==> src/rtl/mem_arbiter_pkg.sv <==
// Shared types and constants for the IF/DM unified memory arbiter.
package mem_arbiter_pkg;

  localparam int WORD = 32;

  typedef enum logic [1:0] {
    ARB_IDLE   = 2'd0,
    ARB_BUSY_I = 2'd1,
    ARB_BUSY_D = 2'd2
  } arb_state_t;

endpackage

==> src/rtl/mem_arb_prio.sv <==
// Combinational grant decision: data over fetch, unless fetch has starved long enough.
module mem_arb_prio #(
  parameter int STARVE_LIMIT = 4,
  parameter int CNT_W        = 3
) (
  input  logic             elig_i,
  input  logic             elig_d,
  input  logic [CNT_W-1:0] starve_cnt,
  output logic             grant_i,
  output logic             grant_d
);

  logic force_i;

  assign force_i = elig_i && (starve_cnt == CNT_W'(STARVE_LIMIT));
  assign grant_d = elig_d && !force_i;
  assign grant_i = elig_i && !grant_d;

endmodule

==> src/rtl/mem_arbiter.sv <==
// Serialises fetch and data requests onto one variable-latency memory port,
// dropping fetch responses that a taken branch has killed.
module mem_arbiter
  import mem_arbiter_pkg::*;
#(
  parameter int STARVE_LIMIT = 4,
  parameter int CNT_W        = 3
) (
  input  logic            clk,
  input  logic            reset,
  input  logic            if_req,
  input  logic [WORD-1:0] if_addr,
  input  logic            if_flush,
  output logic [WORD-1:0] if_rdata,
  output logic            if_valid,
  input  logic            dm_req,
  input  logic            dm_we,
  input  logic [WORD-1:0] dm_addr,
  input  logic [WORD-1:0] dm_wdata,
  output logic [WORD-1:0] dm_rdata,
  output logic            dm_valid,
  output logic            mem_req,
  output logic            mem_we,
  output logic [WORD-1:0] mem_addr,
  output logic [WORD-1:0] mem_wdata,
  input  logic [WORD-1:0] mem_rdata,
  input  logic            mem_ack
);

  arb_state_t       state;
  logic             drop;
  logic [CNT_W-1:0] starve_cnt;
  logic             elig_i;
  logic             elig_d;
  logic             grant_i;
  logic             grant_d;

  // A port's own valid pulse masks it, giving each port a one-cycle gap.
  assign elig_i = if_req && !if_flush && !if_valid;
  assign elig_d = dm_req && !dm_valid;

  mem_arb_prio #(
    .STARVE_LIMIT(STARVE_LIMIT),
    .CNT_W       (CNT_W)
  ) u_prio (
    .elig_i    (elig_i),
    .elig_d    (elig_d),
    .starve_cnt(starve_cnt),
    .grant_i   (grant_i),
    .grant_d   (grant_d)
  );

  always_ff @(posedge clk) begin
    if (!reset) begin
      state      <= ARB_IDLE;
      mem_req    <= 1'b0;
      mem_we     <= 1'b0;
      mem_addr   <= '0;
      mem_wdata  <= '0;
      if_rdata   <= '0;
      if_valid   <= 1'b0;
      dm_rdata   <= '0;
      dm_valid   <= 1'b0;
      drop       <= 1'b0;
      starve_cnt <= '0;
    end else begin
      if_valid <= 1'b0;
      dm_valid <= 1'b0;
      case (state)
        ARB_IDLE: begin
          if (grant_d) begin
            state     <= ARB_BUSY_D;
            mem_req   <= 1'b1;
            mem_we    <= dm_we;
            mem_addr  <= dm_addr;
            mem_wdata <= dm_wdata;
            if (elig_i && (starve_cnt != CNT_W'(STARVE_LIMIT)))
              starve_cnt <= starve_cnt + 1'b1;
          end else if (grant_i) begin
            state      <= ARB_BUSY_I;
            mem_req    <= 1'b1;
            mem_we     <= 1'b0;
            mem_addr   <= if_addr;
            starve_cnt <= '0;
          end
        end
        ARB_BUSY_I: begin
          // A killed fetch still runs to completion; only its response is discarded.
          if (mem_ack) begin
            state   <= ARB_IDLE;
            mem_req <= 1'b0;
            drop    <= 1'b0;
            if (!drop && !if_flush) begin
              if_valid <= 1'b1;
              if_rdata <= mem_rdata;
            end
          end else if (if_flush) begin
            drop <= 1'b1;
          end
        end
        ARB_BUSY_D: begin
          if (mem_ack) begin
            state    <= ARB_IDLE;
            mem_req  <= 1'b0;
            dm_valid <= 1'b1;
            if (!mem_we) dm_rdata <= mem_rdata;
          end
        end
        default: begin
          state   <= ARB_IDLE;
          mem_req <= 1'b0;
        end
      endcase
    end
  end

endmodule

==> config.mk <==
export PLATFORM = sky130hd
export DESIGN_NAME = mem_arbiter
export DESIGN_NICKNAME = d
export VERILOG_FILES = /design/src/rtl/mem_arbiter_pkg.sv /design/src/rtl/mem_arb_prio.sv /design/src/rtl/mem_arbiter.sv
export SDC_FILE = /design/constraint.sdc
export NUM_CORES = 1
export LEC_CHECK = 0
export CORE_MARGIN = 4
export CORE_UTILIZATION = 40
export DETAILED_ROUTE_END_ITERATION = 10
export PLACE_DENSITY = 0.79
export SLEW_MARGIN = 20
export SYNTH_ARGS = -nofsm -noshare
export SYNTH_HDL_FRONTEND = slang
export SYNTH_HIERARCHICAL = 1
export SYNTH_SLANG_ARGS = --single-unit
==> constraint.sdc <==
create_clock -name clk -period 4.75 [get_ports clk]
set_clock_uncertainty 0.15 [all_clocks]
set_input_delay 0.95 -clock clk [delete_from_list [all_inputs] [get_ports clk]]
set_output_delay 0.95 -clock clk [all_outputs]
set_load 0.01 [all_outputs]
=== After elaboration in Yosys (flattened, before gate mapping) ===
Cells that the tools add are included.

* Flip-flop bits (word level): 138
* Input port bits: 135
* Output and inout bits: 132
* Logic and storage cells: 66

* $add $sub $neg: 1
* Eq/ne operators: 7
* Muxes and demuxes: 19
* Bitwise gates (word level): 1
* Reductions and logical operators: 27

{| class="wikitable"
|+ Operators with widths
! cell !! number
|-
| $mux W32 || 2
|-
| $reduce_and A3 Y1 || 4
|-
| $reduce_and A2 Y1 || 5
|-
| $mux W1 || 9
|-
| $mux W3 || 3
|-
| $logic_and A1 B1 Y1 || 8
|-
| $logic_not A1 Y1 || 6
|-
| $mux W2 || 3
|-
| $pmux W2 S2 || 1
|-
| $reduce_bool A2 Y1 || 2
|-
| $add A3 B1 Y3 const B || 1
|-
| $eq A3 B3 Y1 const B || 1
|-
| $ne A3 B2 Y1 const B || 1
|-
| $ne A3 B3 Y1 const B || 1
|-
| $eq A2 B1 Y1 const B || 1
|-
| $eq A2 B2 Y1 const B || 1
|-
| $logic_not A2 Y1 || 1
|-
| $ne A2 B1 Y1 const B || 1
|-
| $ne A2 B2 Y1 const B || 1
|-
| $pmux W1 S2 || 1
|-
| $reduce_or A2 Y1 || 1
|-
| $not A1 Y1 || 1
|}

=== Longest topological paths before layout ===
Gate-level depths: netlist of run 1.

* Word-level depth: 11
* Depth in mapped cells: 9

=== Modules after synthesis ===
The synthesis of run 1 kept the hierarchy.

{| class="wikitable"
|+ By module, submodules not included
! module !! times used !! cells an instance !! area an instance (um^2) !! seq. area each (um^2)
|-
| mem_arbiter || 1 || 630 || 5630.4 || 2762.6
|-
| mem_arb_prio || 1 || 4 || 32.5 || 0.0
|}

=== Worst setup path after synthesis of run 1 ===
No wires, ideal clock.

* Path kind: input-to-reg
* Start point: input if_flush
* End point: register mem_addr[10]
* Arrival: 2.483 ns
* Required time: 4.484 ns
* Path slack: 2.001 ns
* Cell stages on the path: 8
* Path buffers: 2
* Cells stage by stage: or3b_4 -> clkinv_2 -> nand2_1 -> o31a_1 -> o21a_1 -> buf_2 -> buf_2 -> o211a_1

* Word-level cells in the longest chain between the ends: 10
* Elaborated cells between the ends (all ways): 11

{| class="wikitable"
|+ Ends and longest elaborated chain
! item !! RTL line !! text
|-
| from (decl) || mem_arbiter.sv:13 || <nowiki>input logic if_flush,</nowiki>
|-
| $logic_not A1 Y1 * || mem_arbiter.sv:39 || <nowiki>assign elig_i = if_req && !if_flush && !if_valid;</nowiki>
|-
| $logic_and A1 B1 Y1 * (2 in a row) || mem_arbiter.sv:39 ||
|-
| net elig_i || mem_arbiter.sv:33 || <nowiki>logic elig_i;</nowiki>
|-
| $logic_and A1 B1 Y1 * || mem_arb_prio.sv:15 || <nowiki>assign force_i = elig_i && (starve_cnt == CNT_W'(STARVE_LIMIT));</nowiki>
|-
| $logic_not A1 Y1 * || mem_arb_prio.sv:16 || <nowiki>assign grant_d = elig_d && !force_i;</nowiki>
|-
| $logic_and A1 B1 Y1 * || mem_arb_prio.sv:16 ||
|-
| net grant_d || mem_arbiter.sv:36 || <nowiki>logic grant_d;</nowiki>
|-
| $logic_not A1 Y1 || mem_arb_prio.sv:17 || <nowiki>assign grant_i = elig_i && !grant_d;</nowiki>
|-
| $logic_and A1 B1 Y1 || mem_arb_prio.sv:17 ||
|-
| $reduce_bool A2 Y1 (no line) || - ||
|-
| $reduce_and A2 Y1 (no line) || - ||
|-
| to (signal assigned) || mem_arbiter.sv:75 || <nowiki>mem_addr <= dm_addr;</nowiki>
|-
| to (signal assigned) || mem_arbiter.sv:83 || <nowiki>mem_addr <= if_addr;</nowiki>
|-
| to (decl) || mem_arbiter.sv:24 || <nowiki>output logic [WORD-1:0] mem_addr,</nowiki>
|}

The timed path passes the listed nets; every way through them passes the cells marked *.
A chain may end at the register's enable or synchronous reset.

=== Worst setup path in the final report of run 1 ===
* Start point: input if_flush
* End point: register mem_addr[24]

The elaborated chain is that of the path after synthesis.

==> metrics.csv, run 1 <==
metric;value;unit
outcome;completed;
finalMaxSlewViolations;0;
final-seq-area;2760;um^2
final.period_utilization;72.2;%
dpl.hpwl;11.5;mm
pwr-share-clk;43.4;%
setup_viol;0;
cts_repair_resize_count;0;
post-layout-total-power;3.18;mW
viasPerCell;4.82;
irDropWorstVdd;0.000240;V
globalRouteOverflowTotal;0;
hold_slack;0.295;ns
worst_setup_path_start_kind;input pin;
synth_seq_cells;138;
clock_tree_buf_depth;2;
ctsRootBufferMaster;sky130_fd_sc_hd__clkbuf_16;
core.rowCount;43;
grt_antenna_before_repair;0;
kind_of_critical_path;input pin to register;
power_per_cell_area;355;nW/um^2
post-synth-top-count-cell;sky130_fd_sc_hd__nand2_1;
synth_largest_area_cell;sky130_fd_sc_hd__dfxtp_1;
design.die.area;16100;um^2
cell_area_after_synthesis;5660;um^2
die_y;127;um
placement.io_buffers;266;
die_x;127;um
drt-pass1-iter-count;4;
total_switching_power;749;uW
drcViolationCount;0;
final.setup.tns;0;ns
drtIter0Drc;265;
core-area;13900;um^2
drt_wl_total;16.0;mm
worstSkewPairLatency;0.41;ns
post_synth_main_area_contributors;sky130_fd_sc_hd__dfxtp_1 (49%), sky130_fd_sc_hd__nand2_1 (15%), sky130_fd_sc_hd__a21boi_0 (11%);
dp_worst_setup_slack;0.886;ns
post_cts.repair.setup_buffers;0;
worst_path_max_delay_cell;sky130_fd_sc_hd__clkdlybuf4s50_1;
power.internal;2.43;mW
postSynth.topFlopCell;sky130_fd_sc_hd__dfxtp_1;
largest_stage_delay_on_the_critical_path;0.46;ns
grt_max_degree;108;
finish.net_count;1018;
cts_made_buffers;17;
synthArstFlopShare;0;%
comb_power_share;16.7;%
timing.critical_path.required;4.90;ns
final_hold_vio_count;0;
final-instance-count-excl-fill;1071;
place.gp.congestion;0.873;
cell_types_with_the_highest_counts_after_synthesis;sky130_fd_sc_hd__nand2_1 (232), sky130_fd_sc_hd__dfxtp_1 (138), sky130_fd_sc_hd__a21boi_0 (85);
critPathMaxFanout;48;
synthesis.area_per_instance;8.93;um^2
post_synth_edffs;0;
grt_setup_unrepaired;false;
cts.sinks;138;
gr-usage-all-layers;19.1;%
h-tree-depth;4;
cts-hold-fix-buffers;0;
insertedDiodeCount;0;
drive_gt1_share;5.16;%
grt_pass1_vias;4837;
flow.area_growth_from_synthesis;58.4;%
worst_slew_margin_rel;35.8;%
leakagePower;3.57;nW
seq_power_share;39.9;%
worst_ep_arrival_time;3.58;ns
fillers;1200;
critical_path.endpoint_type;register;
via_count;5165;
tightest_slew;0.963;ns
start_util;40.8;%
synth_top_area_share;48.8;%
tritoncts;yes;
design.portCount;267;
yosys_warnings;6;
max-cap-violations;0;
synth_fp_nets;774;
dpl.cell_count;1039;
post_synth_inst_count;634;
wl_per_cell;15.0;um
finalWorstPathRequiredPeriod;3.43;ns
synth.lib_cells_used.distinct;35;
register_clock_pin_slew_on_the_reported_worst_setup_and_hold_paths;0.06;ns
finalWorstSetupSlack;1.32;ns
final_antenna_net_count;0;
clock.fmax;291;MHz
grt_pass1_wl;24.8;mm
switching_share;23.5;%
crit_path_cell_chain;clkdlybuf4s50_1 > or3b_4 > clkinv_2 > nand2_1 > o31a_2 > buf_4 > o21a_2 > buf_12 > o211a_1;
synth-seq-area-share;48.8;%
multi_input_area;2590;um^2
min_path_type;register to register;
## cells by family (layout without fill, tap and decap cells)
group	after synthesis	after routing	synth area share, %
AO/OA/AOI/OAI	147	147	20.7
adder cells (fa/ha/maj)	5	5	1.10
buffers and inverters	56	313	5.52
flip-flops	138	138	48.8
multiplexers	32	32	5.66
AND/OR/NAND/NOR	256	256	18.2
## layout make-up
| type | count | share of cell area (%) |
|---|---|---|
| clock buffer | 23 | 5.55 |
| sequential | 138 | 30.8 |
| multi-input combinational | 440 | 28.9 |
| timing repair buffer | 273 | 30.4 |
| clock inverter | 9 | 1.51 |
| inverter | 8 | 0.349 |
| tap | 180 | 2.51 |
## sequential cells by signal, indices dropped and copies added (netlist names)
register / flops
if_valid: 1
dm_valid: 1
state: 2
drop: 1
mem_addr: 32
if_rdata: 32
mem_we: 1
starve_cnt: 3
dm_rdata: 32
mem_req: 1
mem_wdata: 32
## per-layer routing
| layer | wire [um] | global-route usage (%) |
|---|---|---|
| met3 | 1330 | 6.69 |
| met1 | 6840 | 22.7 |
| met5 | 0 | 0 |
| met4 | 414 | 7.57 |
| met2 | 7460 | 31.6 |
## critical path: cells and delay by family
kind	cells	cell delay, ns
buffers and inverters	4	1.09
AO/OA/AOI/OAI	3	0.98
AND/OR/NAND/NOR	2	0.53
## power by group through the flow
stage / Sequential, mW / Clock [mW] / Combinational, mW
floorplan: 1.33 / 0 / 0.203
global placement: 1.29 / 0 / 0.531
detailed placement: 1.29 / 0 / 0.535
CTS: 1.27 / 1.41 / 0.538
global route: 1.28 / 1.46 / 0.576
finish: 1.27 / 1.38 / 0.532
## worst paths after layout
path | startpoint | endpoint | slack, ns | depth (start not counted)
hold / removal | mem_req$_SDFFE_PN0P_ | mem_req$_SDFFE_PN0P_ | 0.29 | 2
setup reg to reg | if_valid$_SDFF_PN0_ | mem_addr[24]$_SDFFE_PN0P_ | 2.08 | 8
setup / recovery | if_flush | mem_addr[24]$_SDFFE_PN0P_ | 1.32 | 9
hold reg to reg | mem_req$_SDFFE_PN0P_ | mem_req$_SDFFE_PN0P_ | 0.29 | 2
## metrics by stage
stage          utilization [%]  cell area, um^2
2_1_floorplan                -             5660
5_1_grt                   64.6             8970
3_3_place_gp              60.0             8330
3_5_place_dp              60.0             8330
6_report                  64.6             8970
4_1_cts                   64.6             8970
## cells in the final DEF, fill, tap and decap left out, drive strengths merged
cell type,count
a21oi,5
and2,4
clkdlybuf4s50,265
o31a,3
a31oi,1
o21ai,5
a22oi,1
a311o,1
bufinv,3
nand4bb,1
nor2b,5
inv,8
clkinv,3
nor4,3
dfxtp,138
and3,1
nand3,1
nand2,233
buf,8
a21boi,97
nand2b,1
o211a,32
nor2,3
and3b,1
or3b,1
ha,5
and4bb,1
mux2i,32
nand3b,1
o21a,1
clkbuf,23
clkinvlp,3
o32ai,1
No activity file was read; power rests on OpenSTA's default activity.
==> run 2: changes to the inputs <==
--- a/config.mk
+++ b/config.mk
@@ -6,9 +6,9 @@
 export NUM_CORES = 1
 export LEC_CHECK = 0
 export CORE_MARGIN = 4
-export CORE_UTILIZATION = 40
+export CORE_UTILIZATION = 37
 export DETAILED_ROUTE_END_ITERATION = 10
-export PLACE_DENSITY = 0.79
+export PLACE_DENSITY = 0.76
 export SLEW_MARGIN = 20
 export SYNTH_ARGS = -nofsm -noshare
 export SYNTH_HDL_FRONTEND = slang
==> constraint.sdc (replaced) <==
create_clock -name clk -period 2.9 [get_ports clk]
set_clock_uncertainty 0.15 [all_clocks]
set_input_delay 0.58 -clock clk [delete_from_list [all_inputs] [get_ports clk]]
set_output_delay 0.58 -clock clk [all_outputs]
set_load 0.01 [all_outputs]
==> metrics.csv, run 2 (synthesis gave the netlist of run 1 again) <==
metric;value;unit
worst_slew_margin_rel;64.0;%
cts-hold-fix-buffers;0;
viasPerCell;4.77;
globalRouteOverflowTotal;0;
total_switching_power;1.28;mW
flow.area_growth_from_synthesis;61.2;%
core-area;14800;um^2
grt_max_degree;68;
cts.sinks;138;
finalWorstSetupSlack;0.413;ns
fin_area;9130;um^2
grt_setup_unrepaired;false;
clock_tree_buf_depth;2;
comb_power_share;16.7;%
switching_share;23.8;%
register_clock_pin_slew_on_the_reported_worst_setup_and_hold_paths;0.06;ns
cts_repair_resize_count;0;
timing.critical_path.required;3.05;ns
grt_pass1_wl;26.3;mm
grt_antenna_before_repair;0;
power_per_cell_area;588;nW/um^2
placed_cell_area;8470;um^2
power.internal;4.09;mW
kind_of_critical_path;input pin to register;
min_path_type;register to register;
final.setup.tns;0;ns
post_cts.repair.setup_buffers;0;
outcome;completed;
die_y;132;um
place.gp.congestion;0.755;
irDropWorstVdd;0.000373;V
pwr-share-clk;44.6;%
drt-pass1-iter-count;4;
drtIter0Drc;208;
insertedDiodeCount;0;
start_util;38.4;%
finalWorstPathRequiredPeriod;2.49;ns
wl_per_cell;15.2;um
critPathMaxFanout;52;
finish.net_count;1027;
seq_power_share;38.7;%
setup_viol;0;
worst_ep_arrival_time;2.64;ns
clock.fmax;402;MHz
max-cap-violations;0;
drcViolationCount;0;
placement.io_buffers;266;
worst_hold_path.num_cells;2;
drive_gt1_share;6.22;%
via_count;5175;
design.portCount;267;
final_common_cell;sky130_fd_sc_hd__clkdlybuf4s50_1;
grt_pass1_vias;5036;
critical_path.endpoint_type;register;
final_hold_vio_count;0;
gr-usage-all-layers;18.6;%
worstSkewPairLatency;0.41;ns
dpl.hpwl;11.8;mm
post-layout-total-power;5.37;mW
layout.cells.most_common_list;sky130_fd_sc_hd__clkdlybuf4s50_1 (265), sky130_fd_sc_hd__nand2_1 (232), sky130_fd_sc_hd__dfxtp_1 (138);
die_x;132;um
h-tree-depth;4;
dp_worst_setup_slack;0.00843;ns
core.rowCount;44;
finalMaxSlewViolations;0;
internal_reg_to_reg_setup_slack;0.75;ns
cts_made_buffers;17;
worst_setup_path_start_kind;input pin;
final_antenna_net_count;0;
drt_wl_total;16.5;mm
tritoncts;yes;
leakagePower;3.64;nW
design.die.area;17300;um^2
reg2regPathDepth;7;
tightest_slew;0.540;ns
ctsRootBufferMaster;sky130_fd_sc_hd__clkbuf_16;
final.period_utilization;85.7;%
run 2: cell count changes in the layout (fill, tap and decap cells not counted):
| cell | change |
|---|---|
| sky130_fd_sc_hd__clkbuf_1 | -1 |
| sky130_fd_sc_hd__clkbuf_8 | -4 |
| sky130_fd_sc_hd__bufinv_16 | +2 |
| sky130_fd_sc_hd__buf_4 | +4 |
| sky130_fd_sc_hd__inv_6 | +1 |
| sky130_fd_sc_hd__buf_12 | +5 |
| sky130_fd_sc_hd__clkinv_2 | +1 |
| sky130_fd_sc_hd__clkinv_4 | +1 |
run 2: path summary, 6_finish.rpt:
path / from / to
worst min register to register: if_rdata[24]$_SDFFE_PN0P_ / if_rdata[24]$_SDFFE_PN0P_
worst max register to register: if_valid$_SDFF_PN0_ / mem_addr[9]$_SDFFE_PN0P_
worst min-delay path: if_rdata[24]$_SDFFE_PN0P_ / if_rdata[24]$_SDFFE_PN0P_
worst max-delay path: if_req / mem_addr[9]$_SDFFE_PN0P_
run 2: power groups by stage:
stage               sequential (mW)  clock (mW)  combinational (mW)
floorplan                      2.17           0               0.332
global placement               2.12           0               0.898
detailed placement             2.12           0               0.904
CTS                            2.08        2.45               0.910
global route                   2.09        2.53               0.974
finish                         2.08        2.39               0.896
run 2: metal layers:
metal	vias up	track usage [%]	wire (um)
met1	2357	21.0	6880
met2	176	32.3	8060
li1	2615	-	-
met5	-	0	0
met4	0	7.29	401
met3	27	6.46	1140
run 2: metrics by stage:
step | util, % | hold WS (ns) | cells
after CTS | 61.9 | 0.305 | 1084
after detailed placement | 57.4 | 0.296 | 1052
final | 61.9 | 0.301 | 1084
after global routing | 61.9 | 0.312 | 1084
after global placement | 57.4 | 0.291 | 1052
after floorplan | - | 0.309 | 634
run 2: critical path, stage by stage:
cell,delay (ns)
sky130_fd_sc_hd__clkdlybuf4s50_1,0.46
sky130_fd_sc_hd__or3b_4,0.41
sky130_fd_sc_hd__clkinv_2,0.06
sky130_fd_sc_hd__nand2_1,0.07
sky130_fd_sc_hd__o31a_2,0.37
sky130_fd_sc_hd__o21a_2,0.26
sky130_fd_sc_hd__buf_12,0.17
sky130_fd_sc_hd__o211a_1,0.23
run 2: cell type report:
class | instances | area, um^2
clock buffer | 18 | 439
tap | 184 | 230
timing repair buffer | 282 | 2860
multi-input combinational | 440 | 2590
inverter | 8 | 31.3
sequential | 138 | 2760
clock inverter | 14 | 218
fill | 1319 | 5630
